## src/rtl/scan_sequencer_if.sv

```systemverilog
// rtl/scan_sequencer_if.sv - request, register-file and ALU signal bundle for scan_sequencer
//
// Ports (from the sequencer's point of view, modport slave):
//   request : req_valid/req_ready handshake plus req_wide, req_reg, req_reg2,
//             req_use2, req_wr, req_wr2 and the stall freeze input
//   regfile : reg_index(2), do_scan(2), bit_index, scan_in(2) out; scan_out(2) in
//   alu     : data_out(2) out, data_in(2) in
//   status  : done pulse, err qualifier
// modport master is the requester / register file / ALU side.
interface scan_sequencer_if #(
    parameter int LOG2_NR  = 4,
    parameter int REG_BITS = 8,
    parameter int NSHIFT   = 2
);
    localparam int W = LOG2_NR;
    localparam int B = $clog2(REG_BITS * 2 / NSHIFT);

    logic              req_valid;
    logic              req_ready;
    logic              req_wide;
    logic [W-1:0]      req_reg;
    logic [W-1:0]      req_reg2;
    logic              req_use2;
    logic              req_wr;
    logic              req_wr2;
    logic              stall;
    logic [W-1:0]      reg_index;
    logic [W-1:0]      reg_index2;
    logic              do_scan;
    logic              do_scan2;
    logic [B-1:0]      bit_index;
    logic [NSHIFT-1:0] scan_in;
    logic [NSHIFT-1:0] scan_in2;
    logic [NSHIFT-1:0] scan_out;
    logic [NSHIFT-1:0] scan_out2;
    logic [NSHIFT-1:0] data_out;
    logic [NSHIFT-1:0] data_out2;
    logic [NSHIFT-1:0] data_in;
    logic [NSHIFT-1:0] data_in2;
    logic              done;
    logic              err;

    modport master (
        output req_valid, req_wide, req_reg, req_reg2, req_use2, req_wr, req_wr2,
        output stall, scan_out, scan_out2, data_in, data_in2,
        input  req_ready, reg_index, reg_index2, do_scan, do_scan2, bit_index,
        input  scan_in, scan_in2, data_out, data_out2, done, err
    );

    modport slave (
        input  req_valid, req_wide, req_reg, req_reg2, req_use2, req_wr, req_wr2,
        input  stall, scan_out, scan_out2, data_in, data_in2,
        output req_ready, reg_index, reg_index2, do_scan, do_scan2, bit_index,
        output scan_in, scan_in2, data_out, data_out2, done, err
    );
endinterface

```

## src/rtl/scan_sequencer.sv

```systemverilog
// rtl/scan_sequencer.sv - bit-serial register scan sequencer for a two-port register file
//
// Ports:
//   clk      : single clock, rising edge
//   reset_n  : asynchronous active-low reset
//   bus      : scan_sequencer_if.slave (request handshake, register-file scan
//              controls, serial ALU operands/results, done/err status)
//
// A request walks one register (narrow) or an even/odd register pair (wide)
// NSHIFT bits per cycle. Each port either rotates its register through
// scan_out -> scan_in, or overwrites it with the ALU result on data_in.
module scan_sequencer #(
    parameter int LOG2_NR  = 4,
    parameter int REG_BITS = 8,
    parameter int NSHIFT   = 2
) (
    input  logic             clk,
    input  logic             reset_n,
    scan_sequencer_if.slave  bus
);
    localparam int W = LOG2_NR;
    localparam int N = REG_BITS / NSHIFT;
    localparam int B = $clog2(REG_BITS * 2 / NSHIFT);

    localparam logic [B-1:0] CNT_ONE       = B'(1);
    localparam logic [B-1:0] CNT_HALF      = B'(N);
    localparam logic [B-1:0] CNT_LAST_NARR = B'(N - 1);
    localparam logic [B-1:0] CNT_LAST_WIDE = B'(2 * N - 1);

    localparam logic [1:0] ST_IDLE = 2'd0;
    localparam logic [1:0] ST_SCAN = 2'd1;
    localparam logic [1:0] ST_DONE = 2'd2;

    logic [1:0]   state;
    logic [B-1:0] bit_cnt;
    logic         wide_q;
    logic         use2_q;
    logic         wr_q;
    logic         wr2_q;
    logic         err_q;
    logic [W-1:0] reg_q;
    logic [W-1:0] reg2_q;

    logic         special_conflict;
    logic         last_scan;
    logic         upper_half;
    logic [W-1:0] idx1;
    logic [W-1:0] idx2;
    logic         ports_match;
    logic         in_scan;

    // Both indices in the top (special) half and different cannot be served
    // by the two-port file; such requests are rejected without scanning.
    assign special_conflict = bus.req_use2 && bus.req_reg[W-1] && bus.req_reg2[W-1]
                              && (bus.req_reg != bus.req_reg2);

    assign last_scan  = (bit_cnt == (wide_q ? CNT_LAST_WIDE : CNT_LAST_NARR));
    assign upper_half = (bit_cnt >= CNT_HALF);

    // Wide operations visit the even register of the pair first, then the odd one.
    assign idx1 = wide_q ? {reg_q[W-1:1],  upper_half} : reg_q;
    assign idx2 = wide_q ? {reg2_q[W-1:1], upper_half} : reg2_q;

    assign ports_match = use2_q && (idx1 == idx2);
    assign in_scan     = (state == ST_SCAN);

    assign bus.req_ready  = (state == ST_IDLE);
    assign bus.done       = (state == ST_DONE);
    assign bus.err        = (state == ST_DONE) && err_q;
    assign bus.bit_index  = bit_cnt;
    assign bus.reg_index  = in_scan ? idx1 : '0;
    assign bus.reg_index2 = in_scan ? idx2 : '0;
    assign bus.do_scan    = in_scan && !bus.stall;
    // A shared register is rotated by port 1 only, so port 2 must not write it back.
    assign bus.do_scan2   = in_scan && !bus.stall && use2_q && (idx1 != idx2);

    assign bus.scan_in    = wr_q  ? bus.data_in  : bus.scan_out;
    assign bus.scan_in2   = wr2_q ? bus.data_in2 : bus.scan_out2;
    assign bus.data_out   = bus.scan_out;
    assign bus.data_out2  = ports_match ? bus.scan_out : bus.scan_out2;

    always_ff @(posedge clk or negedge reset_n) begin
        if (!reset_n) begin
            state   <= ST_IDLE;
            bit_cnt <= '0;
            wide_q  <= 1'b0;
            use2_q  <= 1'b0;
            wr_q    <= 1'b0;
            wr2_q   <= 1'b0;
            err_q   <= 1'b0;
            reg_q   <= '0;
            reg2_q  <= '0;
        end else begin
            case (state)
                ST_IDLE: begin
                    if (bus.req_valid) begin
                        wide_q  <= bus.req_wide;
                        use2_q  <= bus.req_use2;
                        wr_q    <= bus.req_wr;
                        wr2_q   <= bus.req_wr2;
                        reg_q   <= bus.req_reg;
                        reg2_q  <= bus.req_reg2;
                        err_q   <= special_conflict;
                        bit_cnt <= '0;
                        state   <= special_conflict ? ST_DONE : ST_SCAN;
                    end
                end
                ST_SCAN: begin
                    if (!bus.stall) begin
                        if (last_scan) begin
                            bit_cnt <= '0;
                            state   <= ST_DONE;
                        end else begin
                            bit_cnt <= bit_cnt + CNT_ONE;
                        end
                    end
                end
                ST_DONE: begin
                    err_q <= 1'b0;
                    state <= ST_IDLE;
                end
                default: state <= ST_IDLE;
            endcase
        end
    end
endmodule

```

## src/flat_wrapper.sv

```systemverilog
// flat-port wrapper written by rule: the top's interface ports become plain ports
module scan_sequencer_flat 
#(
    parameter int LOG2_NR  = 4,
    parameter int REG_BITS = 8,
    parameter int NSHIFT   = 2
)
  (clk, reset_n, bus_req_valid, bus_req_wide, bus_req_reg, bus_req_reg2, bus_req_use2, bus_req_wr, bus_req_wr2, bus_stall, bus_scan_out, bus_scan_out2, bus_data_in, bus_data_in2, bus_req_ready, bus_reg_index, bus_reg_index2, bus_do_scan, bus_do_scan2, bus_bit_index, bus_scan_in, bus_scan_in2, bus_data_out, bus_data_out2, bus_done, bus_err);
  scan_sequencer_if #(.LOG2_NR(LOG2_NR), .REG_BITS(REG_BITS), .NSHIFT(NSHIFT)) bus_i ();
  input  logic clk;
  input  logic reset_n;
  input wire logic [$bits(bus_i.req_valid)-1:0] bus_req_valid;
  input wire logic [$bits(bus_i.req_wide)-1:0] bus_req_wide;
  input wire logic [$bits(bus_i.req_reg)-1:0] bus_req_reg;
  input wire logic [$bits(bus_i.req_reg2)-1:0] bus_req_reg2;
  input wire logic [$bits(bus_i.req_use2)-1:0] bus_req_use2;
  input wire logic [$bits(bus_i.req_wr)-1:0] bus_req_wr;
  input wire logic [$bits(bus_i.req_wr2)-1:0] bus_req_wr2;
  input wire logic [$bits(bus_i.stall)-1:0] bus_stall;
  input wire logic [$bits(bus_i.scan_out)-1:0] bus_scan_out;
  input wire logic [$bits(bus_i.scan_out2)-1:0] bus_scan_out2;
  input wire logic [$bits(bus_i.data_in)-1:0] bus_data_in;
  input wire logic [$bits(bus_i.data_in2)-1:0] bus_data_in2;
  output wire logic [$bits(bus_i.req_ready)-1:0] bus_req_ready;
  output wire logic [$bits(bus_i.reg_index)-1:0] bus_reg_index;
  output wire logic [$bits(bus_i.reg_index2)-1:0] bus_reg_index2;
  output wire logic [$bits(bus_i.do_scan)-1:0] bus_do_scan;
  output wire logic [$bits(bus_i.do_scan2)-1:0] bus_do_scan2;
  output wire logic [$bits(bus_i.bit_index)-1:0] bus_bit_index;
  output wire logic [$bits(bus_i.scan_in)-1:0] bus_scan_in;
  output wire logic [$bits(bus_i.scan_in2)-1:0] bus_scan_in2;
  output wire logic [$bits(bus_i.data_out)-1:0] bus_data_out;
  output wire logic [$bits(bus_i.data_out2)-1:0] bus_data_out2;
  output wire logic [$bits(bus_i.done)-1:0] bus_done;
  output wire logic [$bits(bus_i.err)-1:0] bus_err;
  assign bus_i.req_valid = bus_req_valid;
  assign bus_i.req_wide = bus_req_wide;
  assign bus_i.req_reg = bus_req_reg;
  assign bus_i.req_reg2 = bus_req_reg2;
  assign bus_i.req_use2 = bus_req_use2;
  assign bus_i.req_wr = bus_req_wr;
  assign bus_i.req_wr2 = bus_req_wr2;
  assign bus_i.stall = bus_stall;
  assign bus_i.scan_out = bus_scan_out;
  assign bus_i.scan_out2 = bus_scan_out2;
  assign bus_i.data_in = bus_data_in;
  assign bus_i.data_in2 = bus_data_in2;
  assign bus_req_ready = bus_i.req_ready;
  assign bus_reg_index = bus_i.reg_index;
  assign bus_reg_index2 = bus_i.reg_index2;
  assign bus_do_scan = bus_i.do_scan;
  assign bus_do_scan2 = bus_i.do_scan2;
  assign bus_bit_index = bus_i.bit_index;
  assign bus_scan_in = bus_i.scan_in;
  assign bus_scan_in2 = bus_i.scan_in2;
  assign bus_data_out = bus_i.data_out;
  assign bus_data_out2 = bus_i.data_out2;
  assign bus_done = bus_i.done;
  assign bus_err = bus_i.err;
  scan_sequencer #(.LOG2_NR(LOG2_NR), .REG_BITS(REG_BITS), .NSHIFT(NSHIFT)) u_core (.clk(clk), .reset_n(reset_n), .bus(bus_i));
endmodule
```

## config.mk

```make
export PLATFORM = sky130hd
export DESIGN_NAME = scan_sequencer_flat
export DESIGN_NICKNAME = d
export VERILOG_FILES = /design/src/rtl/scan_sequencer_if.sv /design/src/rtl/scan_sequencer.sv /design/src/flat_wrapper.sv
export SDC_FILE = /design/constraint.sdc
export NUM_CORES = 1
export LEC_CHECK = 0
export CAP_MARGIN = 10
export CORE_MARGIN = 2
export CORE_UTILIZATION = 41
export DETAILED_ROUTE_END_ITERATION = 6
export GPL_ROUTABILITY_DRIVEN = 0
export PLACE_DENSITY = 0.8
export REMOVE_ABC_BUFFERS = 1
export SYNTH_ARGS = -nofsm -noshare
export SYNTH_HDL_FRONTEND = slang
export SYNTH_SLANG_ARGS = --single-unit
```

## constraint.sdc

```tcl
create_clock -name clk -period 1.9 [get_ports clk]
set_input_delay 0.285 -clock clk [delete_from_list [all_inputs] [get_ports clk]]
set_output_delay 0.285 -clock clk [all_outputs]
set_load 0.005 [all_outputs]
```

==> flow_summary.html, run 1 <==
<table>
<tr><th>Metric</th><th>Value</th></tr>
<tr><th colspan="2">STA</th></tr>
<tr><td>Count of endpoints failing hold in the final timing report</td><td>0</td></tr>
<tr><td>Setup Total Neg Slack</td><td>-0.113 ns</td></tr>
<tr><td>Setup-failing EPs final</td><td>2</td></tr>
<tr><td>Peak Freq</td><td>510 MHz</td></tr>
<tr><td>Share of the clock period used by the worst path</td><td>1.03</td></tr>
<tr><td>Slew of the pin with the lowest slew margin</td><td>between 0.3 and 0.4 ns</td></tr>
<tr><td>Setup WS post-layout</td><td>-0.0592 ns</td></tr>
<tr><td>Final min period</td><td>about 2.0 ns</td></tr>
<tr><td>Max-slew violation count</td><td>0</td></tr>
<tr><td>Relative max-transition margin</td><td>0.794</td></tr>
<tr><td>RSZ-0062 raised after global routing</td><td>true</td></tr>
<tr><td>Max Clock Skew</td><td>approximately 0.00083 ns</td></tr>
<tr><th colspan="2">Setup path</th></tr>
<tr><td>Worst setup path category</td><td>reg2out</td></tr>
<tr><td>Largest stage delay on the critical path</td><td>0.41 ns</td></tr>
<tr><td>Register-to-register setup slack</td><td>between 0.15 and 0.2 ns</td></tr>
<tr><td>Crit path max-delay cell type</td><td>dfrtp_1</td></tr>
<tr><td>Crit path cell chain</td><td>xnor2_1, o2111a_1, nand2_2, mux2_4, buf_6</td></tr>
<tr><td>Family with the most delay on the worst path</td><td>flip-flops</td></tr>
<tr><td>Setup crit start</td><td>u_core.reg_q[1]$_DFFE_PN0P_</td></tr>
<tr><td>Path length in cells of the critical path</td><td>5</td></tr>
<tr><td>Nature of the critical path endpoint</td><td>output port</td></tr>
<tr><td>Origin of the critical flop-to-flop path</td><td>u_core.state[0]$_DFFE_PN0P_</td></tr>
<tr><td>Arrival time worst endpoint</td><td>1.67 ns</td></tr>
<tr><td>Biggest fanout along the worst timing path</td><td>3</td></tr>
<tr><td>Required time at the endpoint of the critical path</td><td>1.62 ns</td></tr>
<tr><td>Number of cells traversed by the worst register-to-register path</td><td>6</td></tr>
<tr><td>Worst flop-to-flop path endpoint</td><td>u_core.bus.bit_index[2]$_DFFE_PN0P_</td></tr>
<tr><td>Worst path bufs/invs</td><td>1</td></tr>
<tr><td>Critical path launch point type</td><td>register</td></tr>
<tr><td>Crit path to</td><td>bus_data_out2[1]</td></tr>
<tr><th colspan="2">Logic synthesis</th></tr>
<tr><td>Proportion of netlist area held by the largest area contributor</td><td>0.431</td></tr>
<tr><td>Synth top area cells</td><td>dfrtp_1 (43%), mux2_2 (19%), xnor2_1 (5.9%), and2_1 (4.2%), nand2_1 (2.5%)</td></tr>
<tr><td>Fraction of synthesized area in multiplexers</td><td>0.194</td></tr>
<tr><td>Count of unique library cells instantiated by Yosys</td><td>31</td></tr>
<tr><td>Per-instance average area after synthesis</td><td>11.4 sq um</td></tr>
<tr><td>Xor/xnor share of the synthesized area</td><td>0.0587</td></tr>
<tr><td>Synth Flop Type</td><td>dfrtp_1</td></tr>
<tr><td>Main combinational cell family by area after synthesis</td><td>multiplexers</td></tr>
<tr><td>Share of the synthesized area in compound gates (AO/OA/AOI/OAI)</td><td>0.103</td></tr>
<tr><td>Adder-Cell Fraction of Synth Area</td><td>0.0120</td></tr>
<tr><td>Post-Synthesis Cells</td><td>92</td></tr>
<tr><td>Share of synthesized cell area in and, or, nand and nor gates</td><td>0.168</td></tr>
<tr><td>Top cell type by total area after synthesis</td><td>dfrtp_1</td></tr>
<tr><td>Post-synthesis sequential element count</td><td>18</td></tr>
<tr><td>Total number of yosys warnings</td><td>0</td></tr>
<tr><td>Ys async rst share</td><td>1.00</td></tr>
<tr><td>Sequential fraction of the synthesis area</td><td>0.431</td></tr>
<tr><td>Post-Syn Area</td><td>1040 sq um</td></tr>
<tr><td>Count of flip-flops with a built-in enable after synthesis</td><td>0</td></tr>
<tr><th colspan="2">Global routing</th></tr>
<tr><td>Leftover overflow at the end of global routing</td><td>0</td></tr>
<tr><td>Initial antenna violation count</td><td>0</td></tr>
<tr><td>Number of global-route vias before repair</td><td>1085</td></tr>
<tr><td>Met3 demand-to-capacity share in global routing</td><td>0.0464</td></tr>
<tr><td>Met1 track utilization from global routing</td><td>0.285</td></tr>
<tr><td>Largest net degree at the start of global routing</td><td>19</td></tr>
<tr><td>Wire length of the first global-routing pass</td><td>slightly below 5000 um</td></tr>
<tr><td>Most Used Layer, Global Route</td><td>met2</td></tr>
<tr><td>Met2 track demand over resource in global routing</td><td>0.400</td></tr>
<tr><td>Overall fraction of global-route tracks in use</td><td>0.230</td></tr>
<tr><th colspan="2">Routing</th></tr>
<tr><td>Total via count after detailed routing</td><td>981</td></tr>
<tr><td>Via density per instance</td><td>5.22</td></tr>
<tr><td>1st-iter DRT viols</td><td>9</td></tr>
<tr><td>Antenna viol nets, final</td><td>0</td></tr>
<tr><td>Total wire length</td><td>between 2000 and 3000 um</td></tr>
<tr><td>Number of remaining DRC errors</td><td>0</td></tr>
<tr><td>Pre-antenna DRT Iters</td><td>4</td></tr>
<tr><td>Post-DR wirelength/cell</td><td>15.3 um</td></tr>
<tr><th colspan="2">CTS</th></tr>
<tr><td>Maximum clock insertion buffer count</td><td>2</td></tr>
<tr><td>Root cell of the clock tree</td><td>clkbuf_4</td></tr>
<tr><td>H-tree depth</td><td>1</td></tr>
<tr><td>Number of CTS-inserted buffers</td><td>3</td></tr>
<tr><td>Num Clock Sinks</td><td>18</td></tr>
<tr><td>Worst skew pair latency</td><td>between 0.2 and 0.3 ns</td></tr>
<tr><td>TritonCTS clock tree</td><td>built</td></tr>
<tr><td>Clock transition time at the flip-flop clock pins of the worst setup and hold paths</td><td>0.10 ns</td></tr>
<tr><th colspan="2">Power and ir drop</th></tr>
<tr><td>Part of the total power dissipated in the clock network</td><td>0.076</td></tr>
<tr><td>Switch Pwr</td><td>between 800 and 900 uW</td></tr>
<tr><td>Largest voltage drop on the vdd net</td><td>0.000969 V</td></tr>
<tr><td>P per Cell Area</td><td>1420 nW/um^2</td></tr>
<tr><td>Internal power contribution</td><td>1.62 mW</td></tr>
<tr><td>Fraction of power consumed by sequential logic</td><td>0.304</td></tr>
<tr><td>Sw Ratio</td><td>0.344</td></tr>
<tr><td>Standby leakage power</td><td>0.771 nW</td></tr>
<tr><td>Power share of the combinational group</td><td>0.619</td></tr>
<tr><th colspan="2">Floorplan</th></tr>
<tr><td>Die Footprint</td><td>2970 sq um</td></tr>
<tr><td>Standard-cell rows</td><td>18</td></tr>
<tr><td>Initial Util</td><td>0.426</td></tr>
<tr><td>Die width</td><td>roughly 54 um</td></tr>
<tr><td>Die outline height</td><td>roughly 54 um</td></tr>
<tr><td>Core footprint</td><td>2450 sq um</td></tr>
<tr><td>I/O pins</td><td>48</td></tr>
<tr><th colspan="2">Place</th></tr>
<tr><td>Number of port buffers</td><td>47</td></tr>
<tr><td>Worst setup timing slack at the placement stage</td><td>-0.0420 ns</td></tr>
<tr><td>Estimated wirelength of the detail-placed design</td><td>2090 um</td></tr>
<tr><th colspan="2">Outcome</th></tr>
<tr><td>Violated checks</td><td>negative setup slack</td></tr>
<tr><td>Result of the run</td><td>finished, violations left</td></tr>
<tr><th colspan="2">Run</th></tr>
<tr><td>Number of max-cap violations</td><td>0</td></tr>
<tr><th colspan="2">Final layout</th></tr>
<tr><td>Layout cells sized above 1</td><td>0.373</td></tr>
<tr><td>Total inserted antenna cells</td><td>0</td></tr>
<tr><td>Layout fillers</td><td>194</td></tr>
<tr><td>Fin nets</td><td>185</td></tr>
<tr><td>Area delta synth-&gt;final</td><td>66.3%</td></tr>
<tr><th colspan="2">Hold path</th></tr>
<tr><td>Min-Delay Path Class</td><td>in2async</td></tr>
</table>
==> sequential cells by signal, summed over array words and instances (netlist names) <==
name,cells
u_core.reg2_q,4
u_core.reg_q,4
u_core.bus.bit_index,3
u_core.state,2
u_core.err_q,1
u_core.use2_q,1
u_core.wide_q,1
u_core.wr2_q,1
u_core.wr_q,1
==> worst register-to-register path, cell delays in order (launching register included) <==
cell,delay (ns)
dfrtp_2,0.45
buf_6,0.13
buf_4,0.15
or3b_4,0.42
a211o_1,0.32
o21ai_2,0.06
a22o_2,0.14
==> final cells by class <==
type,instances,area [sq um],share of cell area
clock buffer,3,22.5,0.0130
inverter,2,7.51,0.00432
multi-input combinational,68,592,0.341
sequential,18,453,0.261
tap,30,37.5,0.0216
timing repair buffer,67,626,0.360
==> synth_stat cells, types with 2 or more instances <==
cell      number
a21oi_1        2
and2_1         7
buf_4          3
dfrtp_1       18
inv_1          2
mux2_2        18
nand2_1        7
nand2b_1       2
nor2_1         4
o21ai_0        2
xnor2_1        7
==> worst min path at each step <==
stage,start,depth (start not counted),slack [ns],endpoint
2_1_floorplan,reset_n,0,-0.01,u_core.bus.bit_index[0]$_DFFE_PN0P_
3_3_place_gp,u_core.bus.bit_index[1]$_DFFE_PN0P_,1,0.52,u_core.bus.bit_index[1]$_DFFE_PN0P_
3_5_place_dp,u_core.bus.bit_index[0]$_DFFE_PN0P_,1,0.52,u_core.bus.bit_index[0]$_DFFE_PN0P_
4_1_cts,reset_n,2,0.32,u_core.reg2_q[3]$_DFFE_PN0P_
5_1_grt,reset_n,2,0.32,u_core.wr_q$_DFFE_PN0P_
6_report,reset_n,2,0.32,u_core.wr_q$_DFFE_PN0P_
==> per-layer routing <==
metal  share of wire  vias up
met5               0        -
li1                -      462
met1            0.42      476
met2            0.51       39
met3           0.051        4
met4           0.010        0
==> cell families (layout without fill, tap and decap cells) <==
| family | Yosys count | count (layout) |
|---|---|---|
| simple gates | 28 | 28 |
| mux | 18 | 18 |
| flops | 18 | 18 |
| compound gates | 14 | 14 |
| xor+xnor | 7 | 7 |
| buf+inv | 6 | 72 |
| fa+ha+maj | 1 | 1 |
==> through the flow <==
step	hold slack [ns]	util	area, sq um	total power [mW]	instances
final	0.322	0.708	1740	2.47	188
after global routing	0.322	0.708	1740	2.65	188
after CTS	0.324	0.696	1710	2.40	186
after detailed placement	0.521	0.654	1610	2.10	174
after global placement	0.518	0.654	1610	2.05	174
after floorplan	-0.0106	-	1020	1.38	88
==> cell usage in the layout (no fill, tap or decap), types with 3 or more instances in the layout <==
cell type,n
buf_4,17
and2_1,7
clkbuf_4,3
buf_6,3
mux2_2,16
nand2_1,5
xnor2_1,7
clkdlybuf4s50_1,34
dfrtp_1,16
dlygate4sd2_1,7
==> power by group through the flow <==
| stage | clock (mW) | sequential (mW) | combinational (mW) |
|---|---|---|---|
| 5_1_grt | 0.218 | 0.773 | 1.66 |
| 4_1_cts | 0.196 | 0.739 | 1.47 |
| 2_1_floorplan | 0 | 0.734 | 0.641 |
| 6_report | 0.189 | 0.752 | 1.53 |
| 3_3_place_gp | 0 | 0.735 | 1.31 |
| 3_5_place_dp | 0 | 0.749 | 1.35 |
==> what timing repair did <==
item                       in CTS  in global routing
setup endpoints to repair      13                  6
setup buffers                   9                  3
hold buffers                    0                  0
resized for setup              25                 12
cloned                          0                  0
pin swaps                       6                  7
No activity file was read; power rests on OpenSTA's default activity.
==> inputs of run 2 (changes only) <==
--- a/config.mk
+++ b/config.mk
@@ -7,10 +7,10 @@
 export LEC_CHECK = 0
 export CAP_MARGIN = 10
 export CORE_MARGIN = 2
-export CORE_UTILIZATION = 41
+export CORE_UTILIZATION = 44
 export DETAILED_ROUTE_END_ITERATION = 6
 export GPL_ROUTABILITY_DRIVEN = 0
-export PLACE_DENSITY = 0.8
+export PLACE_DENSITY = 0.85
 export REMOVE_ABC_BUFFERS = 1
 export SYNTH_ARGS = -nofsm -noshare
 export SYNTH_HDL_FRONTEND = slang
==> constraint.sdc (replaced) <==
create_clock -name clk -period 2.4 [get_ports clk]
set_input_delay 0.36 -clock clk [delete_from_list [all_inputs] [get_ports clk]]
set_output_delay 0.36 -clock clk [all_outputs]
set_load 0.005 [all_outputs]
==> flow_summary.html, run 2 (same netlist as run 1, synthesis figures left out) <==
<table>
<tr><th>Metric</th><th>Value</th></tr>
<tr><th colspan="2">Outcome</th></tr>
<tr><td>Result of the run</td><td>finished clean</td></tr>
<tr><th colspan="2">Setup path</th></tr>
<tr><td>Origin of the critical flop-to-flop path</td><td>u_core.state[0]$_DFFE_PN0P_</td></tr>
<tr><td>Worst flop-to-flop path endpoint</td><td>u_core.bus.bit_index[2]$_DFFE_PN0P_</td></tr>
<tr><td>Number of cells traversed by the worst register-to-register path</td><td>4 (-2)</td></tr>
<tr><td>Biggest fanout along the worst timing path</td><td>11 (+8)</td></tr>
<tr><td>Worst setup path category</td><td>reg2out</td></tr>
<tr><td>Arrival time worst endpoint</td><td>1.83 ns (+0.16 ns)</td></tr>
<tr><td>Critical path launch point type</td><td>register</td></tr>
<tr><td>Setup crit start</td><td>u_core.state[0]$_DFFE_PN0P_</td></tr>
<tr><td>Required time at the endpoint of the critical path</td><td>2.04 ns (+0.42 ns)</td></tr>
<tr><td>Nature of the critical path endpoint</td><td>output port</td></tr>
<tr><td>Register-to-register setup slack</td><td>0.87 ns (+0.69 ns)</td></tr>
<tr><th colspan="2">Final layout</th></tr>
<tr><td>Area delta synth-&gt;final</td><td>51.4%</td></tr>
<tr><td>Layout cells sized above 1</td><td>0.234 (-0.139)</td></tr>
<tr><td>Total inserted antenna cells</td><td>0 (unchanged)</td></tr>
<tr><td>Fin nets</td><td>167 (-9.7%)</td></tr>
<tr><td>Most frequent cells in the layout</td><td>clkdlybuf4s50_1 (45), mux2_2 (18), dfrtp_1 (18)</td></tr>
<tr><td>Final design utilization</td><td>0.708 (about the same)</td></tr>
<tr><td>Most common library cell in the layout ignoring fill and taps</td><td>clkdlybuf4s50_1</td></tr>
<tr><th colspan="2">Routing</th></tr>
<tr><td>Number of remaining DRC errors</td><td>0 (unchanged)</td></tr>
<tr><td>Total wire length</td><td>2600 um (-9.5%)</td></tr>
<tr><td>Post-DR wirelength/cell</td><td>15.4 um (+0.71%)</td></tr>
<tr><td>1st-iter DRT viols</td><td>10 (+1)</td></tr>
<tr><td>Antenna viol nets, final</td><td>0 (unchanged)</td></tr>
<tr><td>Via density per instance</td><td>5.24 (+0.36%)</td></tr>
<tr><td>Total via count after detailed routing</td><td>885 (-9.8%)</td></tr>
<tr><td>Pre-antenna DRT Iters</td><td>4 (unchanged)</td></tr>
<tr><th colspan="2">CTS</th></tr>
<tr><td>Clock transition time at the flip-flop clock pins of the worst setup and hold paths</td><td>0.11 ns (about the same)</td></tr>
<tr><td>Number of hold buffers added after CTS</td><td>0 (unchanged)</td></tr>
<tr><td>Worst skew pair latency</td><td>0.31 ns (+0.02 ns)</td></tr>
<tr><td>Maximum clock insertion buffer count</td><td>2 (unchanged)</td></tr>
<tr><td>Root cell of the clock tree</td><td>clkbuf_4</td></tr>
<tr><td>Num Clock Sinks</td><td>18 (unchanged)</td></tr>
<tr><td>Number of CTS-inserted buffers</td><td>3 (unchanged)</td></tr>
<tr><td>TritonCTS clock tree</td><td>built</td></tr>
<tr><td>H-tree depth</td><td>1 (unchanged)</td></tr>
<tr><th colspan="2">STA</th></tr>
<tr><td>RSZ-0062 raised after global routing</td><td>false</td></tr>
<tr><td>Count of endpoints failing hold in the final timing report</td><td>0 (unchanged)</td></tr>
<tr><td>Setup Total Neg Slack</td><td>0 ns (+0.113 ns)</td></tr>
<tr><td>Max Clock Skew</td><td>0.00673 ns (+0.00590 ns)</td></tr>
<tr><td>Relative max-transition margin</td><td>0.464 (-0.330)</td></tr>
<tr><td>Share of the clock period used by the worst path</td><td>0.913</td></tr>
<tr><td>Peak Freq</td><td>457 MHz</td></tr>
<tr><td>Final min period</td><td>2.19 ns</td></tr>
<tr><td>Slew of the pin with the lowest slew margin</td><td>0.801 ns (+0.494 ns)</td></tr>
<tr><td>Setup-failing EPs final</td><td>0 (-2)</td></tr>
<tr><td>Max-slew violation count</td><td>0 (unchanged)</td></tr>
<tr><th colspan="2">Floorplan</th></tr>
<tr><td>Initial Util</td><td>0.468 (+0.0422)</td></tr>
<tr><td>Die outline height</td><td>52.7 um (-3.2%)</td></tr>
<tr><td>Die Footprint</td><td>2780 sq um (-6.3%)</td></tr>
<tr><td>Core footprint</td><td>2230 sq um (-9.0%)</td></tr>
<tr><td>I/O pins</td><td>48 (unchanged)</td></tr>
<tr><td>Die width</td><td>52.7 um (-3.2%)</td></tr>
<tr><td>Standard-cell rows</td><td>17 (-1)</td></tr>
<tr><th colspan="2">Power and ir drop</th></tr>
<tr><td>Largest voltage drop on the vdd net</td><td>0.000731 V (-25%)</td></tr>
<tr><td>Tot Pwr</td><td>1.76 mW (-29%)</td></tr>
<tr><td>Standby leakage power</td><td>0.650 nW (-16%)</td></tr>
<tr><td>P per Cell Area</td><td>1120 nW/um^2 (-21%)</td></tr>
<tr><th colspan="2">Global routing</th></tr>
<tr><td>Wire length of the first global-routing pass</td><td>4280 um (-11%)</td></tr>
<tr><td>Leftover overflow at the end of global routing</td><td>0 (unchanged)</td></tr>
<tr><td>Initial antenna violation count</td><td>0 (unchanged)</td></tr>
<tr><td>Overall fraction of global-route tracks in use</td><td>0.216 (-0.0135)</td></tr>
<tr><td>Number of global-route vias before repair</td><td>952 (-12%)</td></tr>
<tr><td>Largest net degree at the start of global routing</td><td>19 (unchanged)</td></tr>
<tr><th colspan="2">Place</th></tr>
<tr><td>Estimated wirelength of the detail-placed design</td><td>2050 um (-2.0%)</td></tr>
<tr><td>Number of port buffers</td><td>47 (unchanged)</td></tr>
<tr><th colspan="2">Hold path</th></tr>
<tr><td>Min-Delay Path Class</td><td>in2async</td></tr>
<tr><th colspan="2">Run</th></tr>
<tr><td>Number of max-cap violations</td><td>0 (unchanged)</td></tr>
</table>
## run 2: layer usage
layer / vias up / part of all wire / global-route usage
met5: - / 0 / 0
met4: 0 / 0.021 / 0.111
met3: 5 / 0.042 / 0.0400
met2: 27 / 0.53 / 0.392
met1: 429 / 0.41 / 0.236
li1: 424 / - / -
## run 2: stage by stage
step	hold WS, ns	cell area (sq um)	setup WS [ns]	std cells
3_3_place_gp	0.513	1540	0.304	165
3_5_place_dp	0.521	1540	0.303	165
5_1_grt	0.565	1580	0.00876	169
2_1_floorplan	0.0644	1020	0.886	88
6_report	0.499	1580	0.210	169
4_1_cts	0.542	1570	0.0230	169
## run 2: timing repair
item                                    in CTS  in global routing
buffers inserted                             0                  0
resized for setup                            0                  3
endpoints found under the setup margin       0                  2
## run 2: area by class of cell
type | count | area [sq um]
repair buffers | 49 | 490
inverters | 2 | 7.51
flip-flops and latches | 18 | 450
fillers | 178 | 652
multi-input cells | 68 | 562
clock buffers | 4 | 36.3
well taps | 28 | 35.0
## run 2: how the worst max path moves through the flow
stage | slack, ns | endpoint | cells after the start
2_1_floorplan | 0.89 | bus_data_out2[0] | 4
3_3_place_gp | 0.30 | bus_do_scan2 | 5
3_5_place_dp | 0.30 | bus_do_scan2 | 5
4_1_cts | 0.02 | bus_data_out2[1] | 5
5_1_grt | 0.009 | bus_do_scan2 | 4
6_report | 0.21 | bus_reg_index2[2] | 3
## run 2: worst max-delay path, cell delays in order (launching register included)
cell,delay (ns)
dfrtp_1,0.58
and2b_2,0.29
and2_1,0.15
clkdlybuf4s50_1,0.51
## run 2: power by group
| part | total [mW] | internal (mW) | switching [mW] | leakage [nW] |
|---|---|---|---|---|
| clock | 0.197 | 0.0928 | 0.104 | 0.0210 |
| sequential | 0.621 | 0.450 | 0.171 | 0.217 |
| combinational | 0.947 | 0.626 | 0.321 | 0.411 |
| total | 1.76 | 1.17 | 0.596 | 0.650 |
